==> config.mk <==
export PLATFORM = sky130hd
export DESIGN_NAME = lsu_mem_seq
export DESIGN_NICKNAME = d
export VERILOG_FILES = /design/src/rtl/lsu_pkg.sv /design/src/rtl/lsu_lane_mask.sv /design/src/rtl/lsu_mem_seq.sv
export SDC_FILE = /design/constraint.sdc
export NUM_CORES = 1
export LEC_CHECK = 0
export BUFFER_PORTS_ARGS = -buffer_cell sky130_fd_sc_hd__buf_4
export CORE_ASPECT_RATIO = 1.1
export CORE_MARGIN = 8
export CORE_UTILIZATION = 55
export CTS_CLUSTER_SIZE = 14
export DETAILED_ROUTE_END_ITERATION = 8
export PLACE_DENSITY = 0.9
export SLEW_MARGIN = 20
export SYNTH_ARGS = -nofsm -noshare
export SYNTH_HDL_FRONTEND = slang
export SYNTH_SLANG_ARGS = --single-unit
==> constraint.sdc <==
create_clock -name clk -period 6.1 [get_ports clk]
set_input_delay 0 -clock clk [delete_from_list [all_inputs] [get_ports clk]]
set_output_delay 0 -clock clk [all_outputs]
set_load 0.02 [all_outputs]
==> src/rtl/lsu_pkg.sv <==
// Shared definitions for the load/store sequencer: size encodings, state type
// and a byte-lane rotate helper.
package lsu_pkg;

  localparam logic [2:0] MODE_W = 3'b100;
  localparam logic [2:0] MODE_H = 3'b010;
  localparam logic [2:0] MODE_B = 3'b001;

  typedef enum logic [2:0] {IDLE, A1, A2, RESP, ERR} state_e;

  // Rotate a 32-bit word left by a whole number of byte lanes.
  function automatic logic [31:0] rotl_lanes(input logic [31:0] data, input logic [1:0] lanes);
    logic [63:0] dbl;
    dbl = {data, data} << {lanes, 3'b000};
    return dbl[63:32];
  endfunction

endpackage

==> src/rtl/lsu_lane_mask.sv <==
// Byte-lane mask for the first or second RAM access of a request, derived from
// the access size and the byte offset within the word.
module lsu_lane_mask
  import lsu_pkg::*;
(
  input  logic [2:0] mode,
  input  logic [1:0] cs,
  input  logic       second,
  output logic [3:0] mask
);

  logic [7:0] base;
  logic [7:0] spread;

  // Lanes that spill past lane 3 land in the upper nibble: that is the second access.
  always_comb begin
    base = 8'h00;
    case (mode)
      MODE_B:  base = 8'h01;
      MODE_H:  base = 8'h03;
      MODE_W:  base = 8'h0F;
      default: base = 8'h00;
    endcase
    spread = base << cs;
    mask   = second ? spread[7:4] : spread[3:0];
  end

endmodule

==> src/rtl/lsu_mem_seq.sv <==
// Load/store sequencer between the memory stage and a 32-bit byte-lane RAM.
// Build option MISALIGN_SPLIT_EN: split misaligned half/word accesses in two.
//
// state | meaning
// IDLE  | ready for a request
// A1    | first (or only) RAM access
// A2    | second RAM access of a split request, capture first read data
// RESP  | completion pulse with load data
// ERR   | completion pulse flagging a rejected request
module lsu_mem_seq
  import lsu_pkg::*;
#(
  parameter int AW = 32
) (
  input  logic          clk,
  input  logic          rst,
  input  logic          req_valid,
  output logic          req_ready,
  input  logic          req_we,
  input  logic [2:0]    req_mode,
  input  logic          req_unsigned,
  input  logic [AW-1:0] req_addr,
  input  logic [31:0]   req_wdata,
  output logic          rsp_valid,
  output logic [31:0]   rsp_rdata,
  output logic          rsp_err,
  output logic          ram_en,
  output logic [3:0]    ram_we,
  output logic [AW-3:0] ram_addr,
  output logic [31:0]   ram_wdata,
  input  logic [31:0]   ram_rdata
);

  state_e        state_q, state_d;
  logic          we_q, we_d;
  logic [2:0]    mode_q, mode_d;
  logic          uns_q, uns_d;
  logic [1:0]    cs_q, cs_d;
  logic [AW-3:0] waddr_q, waddr_d;
  logic [31:0]   wdata_q, wdata_d;
  logic [31:0]   lo_buf_q, lo_buf_d;

  logic          accept;
  logic [1:0]    req_cs;
  logic          mode_ok;
  logic          req_err;
  logic          split;
  logic [3:0]    mask1, mask2;
  logic [3:0]    lo_sel;
  logic [31:0]   merged, aligned, load_data;

  assign req_ready = (state_q == IDLE) & ~rst;
  assign accept    = req_valid & req_ready;
  assign req_cs    = req_addr[1:0];
  assign mode_ok   = (req_mode == MODE_W) | (req_mode == MODE_H) | (req_mode == MODE_B);

`ifdef MISALIGN_SPLIT_EN
  assign req_err = ~mode_ok;
`else
  logic req_misal;
  assign req_misal = ((req_mode == MODE_H) & req_cs[0]) | ((req_mode == MODE_W) & (req_cs != 2'd0));
  assign req_err   = ~mode_ok | req_misal;
`endif

  assign split = ((mode_q == MODE_H) & (cs_q == 2'd3)) | ((mode_q == MODE_W) & (cs_q != 2'd0));

  lsu_lane_mask u_mask1 (.mode(mode_q), .cs(cs_q), .second(1'b0), .mask(mask1));
  lsu_lane_mask u_mask2 (.mode(mode_q), .cs(cs_q), .second(1'b1), .mask(mask2));

  always_ff @(posedge clk) begin
    if (rst) begin
      state_q  <= IDLE;
      we_q     <= 1'b0;
      mode_q   <= 3'b000;
      uns_q    <= 1'b0;
      cs_q     <= 2'd0;
      waddr_q  <= '0;
      wdata_q  <= 32'h0;
      lo_buf_q <= 32'h0;
    end else begin
      state_q  <= state_d;
      we_q     <= we_d;
      mode_q   <= mode_d;
      uns_q    <= uns_d;
      cs_q     <= cs_d;
      waddr_q  <= waddr_d;
      wdata_q  <= wdata_d;
      lo_buf_q <= lo_buf_d;
    end
  end

  always_comb begin
    state_d  = state_q;
    we_d     = we_q;
    mode_d   = mode_q;
    uns_d    = uns_q;
    cs_d     = cs_q;
    waddr_d  = waddr_q;
    wdata_d  = wdata_q;
    lo_buf_d = lo_buf_q;
    case (state_q)
      IDLE: begin
        if (accept) begin
          state_d = req_err ? ERR : A1;
          we_d    = req_we;
          mode_d  = req_mode;
          uns_d   = req_unsigned;
          cs_d    = req_cs;
          waddr_d = req_addr[AW-1:2];
          wdata_d = rotl_lanes(req_wdata, req_cs);
        end
      end
      A1:      state_d = split ? A2 : RESP;
      A2: begin
        state_d  = RESP;
        lo_buf_d = ram_rdata;
      end
      RESP:    state_d = IDLE;
      ERR:     state_d = IDLE;
      default: state_d = IDLE;
    endcase
  end

  // Lanes at or above the offset come from the first word; the rest from the second.
  always_comb begin
    lo_sel = split ? mask1 : 4'b0000;
    merged = 32'h0;
    for (int k = 0; k < 4; k++) begin
      merged[8*k +: 8] = lo_sel[k] ? lo_buf_q[8*k +: 8] : ram_rdata[8*k +: 8];
    end
    aligned = rotl_lanes(merged, 2'd0 - cs_q);
    case (mode_q)
      MODE_B:  load_data = {{24{~uns_q & aligned[7]}}, aligned[7:0]};
      MODE_H:  load_data = {{16{~uns_q & aligned[15]}}, aligned[15:0]};
      default: load_data = aligned;
    endcase
  end

  always_comb begin
    ram_en    = 1'b0;
    ram_we    = 4'b0000;
    ram_addr  = '0;
    ram_wdata = 32'h0;
    rsp_valid = 1'b0;
    rsp_err   = 1'b0;
    rsp_rdata = 32'h0;
    case (state_q)
      A1: begin
        ram_en    = 1'b1;
        ram_addr  = waddr_q;
        ram_we    = we_q ? mask1 : 4'b0000;
        ram_wdata = wdata_q;
      end
      A2: begin
        ram_en    = 1'b1;
        ram_addr  = waddr_q + (AW-2)'(1);
        ram_we    = we_q ? mask2 : 4'b0000;
        ram_wdata = wdata_q;
      end
      RESP: begin
        rsp_valid = 1'b1;
        rsp_rdata = we_q ? 32'h0 : load_data;
      end
      ERR: begin
        rsp_valid = 1'b1;
        rsp_err   = 1'b1;
      end
      default: ;
    endcase
  end

endmodule
; Word-level counts from Yosys, hierarchy flattened
; Cells that the tools add are included.
[op_classes]
eq_ne = 12
muxes = 21
n_addsub = 2
bitwise = 16
shift = 3
n_reduce_logical = 6
[op_table]
columns = cell, n
row1 = left shift 64 x 5 -> 64 bit, 2
row2 = two-way mux 32 bit, 3
row3 = one-hot mux 32 bit (2 select lines), 1
row4 = one-hot mux 30 bit (2 select lines), 1
row5 = two-way mux 8 bit, 4
row6 = adder 30 x 1 -> 30 bit (second input constant), 1
row7 = equality test 3 x 2 -> 1 bit (second input constant), 4
row8 = two-way mux 4 bit, 3
row9 = one-hot mux 4 bit (3 select lines), 1
row10 = equality test 3 x 1 -> 1 bit (second input constant), 3
row11 = equality test 3 bit (second input constant), 3
row12 = one-hot mux 3 bit (3 select lines), 1
row13 = bitwise AND 1 bit, 8
row14 = one-hot mux 4 bit (2 select lines), 1
row15 = left shift 4 x 2 -> 8 bit, 1
row16 = two-way mux 3 bit, 2
row17 = bitwise OR 1 bit, 5
row18 = two-way mux 1 bit, 4
row19 = nonzero test 2 bit, 2
row20 = OR reduction 2 bit, 2
row21 = zero test 3 bit, 1
row22 = NOT 1 bit, 3
row23 = equality test 2 bit (second input constant), 1
row24 = inequality test 2 bit (second input constant), 1
row25 = other kinds (2), 2
[totals]
elab_cells = 68
regBits = 104
out_inout_bits = 102
in_bits = 104

; Logic depth before layout (Yosys ltp)
[depth]
depth_word = 10
depth_mapped = 13
depth_no_buf = 8

; By module
; From an unflattened synthesis, not the netlist that was laid out.
[unflattened]
cells_unflattened = 1020
area_unflattened_um2 = 7897.6
[by_module_without_submodules]
columns = mod, cells_per_inst, area_each_um2, n_inst, seq_area_each_um2
row1 = lsu_mem_seq, 942, 7312.0, 1, 2082.0
row2 = lsu_lane_mask, 39, 292.8, 2, 0.0

; Worst setup path after synthesis
; No wires, ideal clock.
[synth_timing]
kind = flip-flop to output port
start = reg cs_q[0]
end = out rsp_rdata[19]
setup_slack_ns = 2.807
t_arrival_ns = 3.293
n_path_buf = 4
stages_incl_launch_ff = 13
required_ns = 6.100
cell_sequence = dfxtp_1 > buf_2 > inv_1 > clkbuf_1 > ha_1 > or3b_1 > buf_2 > a211oi_2 > nand2_1 > a32oi_2 > a22oi_2 > buf_4 > a211oi_1
[synth_between]
elab_chain_len = 10
word_cells_on_any_way = 18
classes_between = add/sub (1) / eq/ne (1) / shift (2) / mux (8) / bitwise (5) / reduce/logical (1)
[synth_lines]
columns = element, line
row1 = from (decl), lsu_mem_seq.sv:38  ; logic [1:0] cs_q, cs_d;
row2 = from (signal assigned), lsu_mem_seq.sv:85  ; cs_q <= cs_d;
row3 = equality test 2 bit / nonzero test 2 bit (equally long branches), lsu_mem_seq.sv:65  ; assign split = ((mode_q == MODE_H) & (cs_q == 2'd3)) | ((mode_q == MODE_W) & (cs_q != 2'd0));
row4 = bitwise AND 1 bit, lsu_mem_seq.sv:65
row5 = bitwise OR 1 bit, lsu_mem_seq.sv:65
row6 = two-way mux 4 bit, lsu_mem_seq.sv:126  ; lo_sel = split ? mask1 : 4'b0000;
row7 = two-way mux 8 bit, lsu_mem_seq.sv:129  ; merged[8*k +: 8] = lo_sel[k] ? lo_buf_q[8*k +: 8] : ram_rdata[8*k +: 8];
row8 = left shift 64 x 5 -> 64 bit *, lsu_pkg.sv:14  ; dbl = {data, data} << {lanes, 3'b000};
row9 = "bitwise AND 1 bit, on equally long branches", "lsu_mem_seq.sv:134, lsu_mem_seq.sv:133"
row10 = one-hot mux 32 bit (2 select lines) *, lsu_mem_seq.sv:132  ; case (mode_q)
row11 = two-way mux 32 bit *, lsu_mem_seq.sv:162  ; rsp_rdata = we_q ? 32'h0 : load_data;
row12 = two-way mux 32 bit *, lsu_mem_seq.sv:147  ; case (state_q)
row13 = to (decl), lsu_mem_seq.sv:25  ; output logic [31:0] rsp_rdata,
; Every way passes the cells marked *; elsewhere a longest branch is shown, timed or not.

; Worst setup path in the final report
[layout_timing]
start = reg cs_q[0]
end = out rsp_rdata[16]
; Same word-level chain as after synthesis.

==> qor.yml <==
run_status:
  status: "complete, no violations"
route:
  via_count: 8454
  firstDrtPassIters: 8
  drcViolationCount: 0
  vias_per_cell: 6.34
  finalWirelength_um: 26700
  wire_per_inst_um: 20.0
  drt_iter0_drc: 902
  ant_nets: 0
timing:
  slew_headroom: 0.315
  worst_slack_ns: 1.54
  finClkSkew_ns: 0.00694
  min_period_ns: 4.56
  hold_viol_final: 0
  tightest_slew_ns: 1.03
  drv_slew: 0
  setup_tns_ns: 0
  fin_crit_sh: 0.747
  setup_violations: 0
  fin_hold_ws_ns: 0.129
  rsz0062_at_grt: "false"
  timing.fmax_ghz: 0.219
clock_network:
  clk_latency_ns: 0.35
  ctsHoldBuffers: 67
  cts-resized-gates: 0
  clock_path_buffers: 2
  cts_made_buffers: 9
  cts_tree: "done"
  post-cts-setup-buffers: 0
  htree_levels: 3
  clk_pin_slew_worst_paths_ns: 0.07
  cts_sinks: 104
  root_buffer: "clkbuf_16"
floorplan:
  die_h_um: 137
  core_um2: 13200
  dieArea_um2: 17300
  rows: 44
  start_util: 0.559
  num_io_pins: 206
  chipWidth_um: 126
synthesis:
  ys_top_cells_by_area: "dfxtp_1, nand2_1, mux4_2"
  ys_warn_count: 0
  synth_seq_cells: 104
  syn_area_per_cell_um2: 7.68
  synthTopCellsByCount: "nand2_1, dfxtp_1, a21oi_1"
  synth_cell_types: 65
  seq_area_frac_synth: 0.283
  syn_inst: 958
  yosysMostFrequentCell: "nand2_1"
  async_flop_share: 0
  yosys.area.top_type_share: 0.283
  synth_edf_count: 0
  synth_area_um2: 7350
  syn_nets: 1065
  ys.flop_type: "dfxtp_1"
  synth_area_leader_cell: "dfxtp_1"
worst_hold_path:
  min_path_type: "in2reg"
  hold_depth: 3
  hold_start: "req_addr[1]"
power:
  p_sw_frac: 0.347
  clkPwrFrac: 0.312
  comb_power_share: 0.310
  peakVddDrop_v: 0.000178
  total_power_mw: 2.08
  switching_power_uw: 723
  p_int_mw: 1.36
  p_per_area_nw_per_um2: 211
  p_leak_nw: 3.83
  p_seq_frac: 0.378
worst_setup_path:
  criticalPathCategory: "reg2out"
  cp.buffers_inverters: 3
  worst_r2r_path_depth: 8
  slowest_delay_ns: 0.71
  cp.arrival_ns: 4.56
  path_cells: "buf_4, inv_1, ha_1, or3b_1, a211o_1, a221oi_2, a2111oi_4, a211oi_4, a211oi_1, buf_4"
  r2r-end: "state_q[0]$_SDFFE_PP0P_"
  crit_start: "cs_q[0]$_SDFFE_PP0P_"
  crit_top_cell: "buf_4"
  crit_fanout: 49
  end_kind: "output pin"
  rr_startpoint: "cs_q[0]$_SDFFE_PP0P_"
  cpMaxStageDelayCell: "a211oi_4"
  cp.depth: 10
  cp_data_required_time_ns: 6.10
  start_kind: "flop"
  crit_end: "rsp_rdata[16]"
  cpLargestDelayFamily: "compound AO/OA/AOI/OAI gates"
  r2r_slack_ns: 3.59
global_route:
  grt_pass1_wl_um: 42000
  grt_usage: 0.299
  antenna_found_initial: 0
  overflow: 0
  grt_pass1_vias: 7917
  grt_max_degree: 104
cells_and_area:
  finalNonFillerCells: 1334
  insertedDiodeCount: 0
  fin_area_um2: 9860
  finish.utilization: 0.749
  syn_to_final_growth_pct: 34.0
  drive_gt1_frac: 0.253
  nNetsFinal: 1275
flow_run:
  cap_violations: 0
placement:
  dpl.cell_count: 1250
  place_congestion: 0.976
  hpwl_um: 17700
  post_dp_cell_area_um2: 8850
  pre_cts_slack_ns: 1.75
  io_buffers: 205
[final cells by class]
class / instances / area (µm²)
clock buffer: 9 / 225
timing repair buffer: 281 / 2280
fill: 955 / 3300
clock inverter: 7 / 103
tap: 161 / 201
sequential: 104 / 2080
inverter: 10 / 37.5
multi-input combinational: 762 / 4930
[tightest hold or removal path: cells and delay by family]
| family | cells | cell delay [ns] |
|---|---|---|
| AOI/OAI and AO/OA | 1 | 0.06 |
| and+or+nand+nor | 1 | 0.11 |
| buffers and inverters | 1 | 0.25 |
[how the worst min path moves through the flow]
stage,slack [ns],to
2_1_floorplan,0.09,req_ready
3_3_place_gp,0.18,waddr_q[24]$_SDFFE_PP0P_
3_5_place_dp,0.19,waddr_q[22]$_SDFFE_PP0P_
4_1_cts,0.12,cs_q[1]$_SDFFE_PP0P_
5_1_grt,0.15,cs_q[1]$_SDFFE_PP0P_
6_report,0.13,cs_q[1]$_SDFFE_PP0P_
[flip-flops by register name (all words and copies together) (netlist names)]
signal / cells
mode_q: 3
wdata_q: 32
cs_q: 2
state_q: 3
we_q: 1
lo_buf_q: 32
waddr_q: 30
uns_q: 1
[routing by layer]
metal | routed length (µm) | track usage | vias up
li1 | - | - | 3889
met1 | 10100 | 0.357 | 3899
met2 | 12500 | 0.485 | 570
met3 | 2830 | 0.0790 | 96
met4 | 1280 | 0.169 | 0
met5 | 0 | 0 | -
[kinds of logic after synthesis]
group,synth area share
AO/OA/AOI/OAI,0.263
XOR/XNOR,0.0119
adder cells (fa/ha/maj),0.00510
buffers and inverters,0.0492
flip-flops,0.283
multiplexers,0.130
AND/OR/NAND/NOR,0.257
[power by group through the flow]
stage / clock (mW) / combinational, mW / sequential [mW]
finish: 0.651 / 0.645 / 0.788
global route: 0.688 / 0.692 / 0.795
CTS: 0.657 / 0.627 / 0.784
detailed placement: 0 / 0.589 / 0.799
global placement: 0 / 0.584 / 0.796
floorplan: 0 / 0.416 / 0.777
[layout by cell type, fill, tap and decap left out, drive strengths merged, types with 7 or more instances in the layout]
cell / netlist / layout
a31oi: 16 / 16
o21ai: 60 / 60
a21oi: 87 / 87
nor2: 29 / 29
nor3: 8 / 8
o21a: 8 / 8
clkbuf: 66 / 9
nand2: 258 / 258
o22a: 7 / 7
a211oi: 33 / 33
inv: 10 / 13
a221o: 7 / 7
dlygate4sd3: 0 / 67
nor2b: 34 / 34
o221ai: 8 / 8
nand3b: 33 / 33
o211ai: 8 / 8
a221oi: 11 / 11
buf: 16 / 214
dfxtp: 104 / 104
mux4: 32 / 32
mux2i: 16 / 16
o31ai: 11 / 11
mux2: 7 / 7
nand3: 16 / 16
No activity file was read; power rests on OpenSTA's default activity.
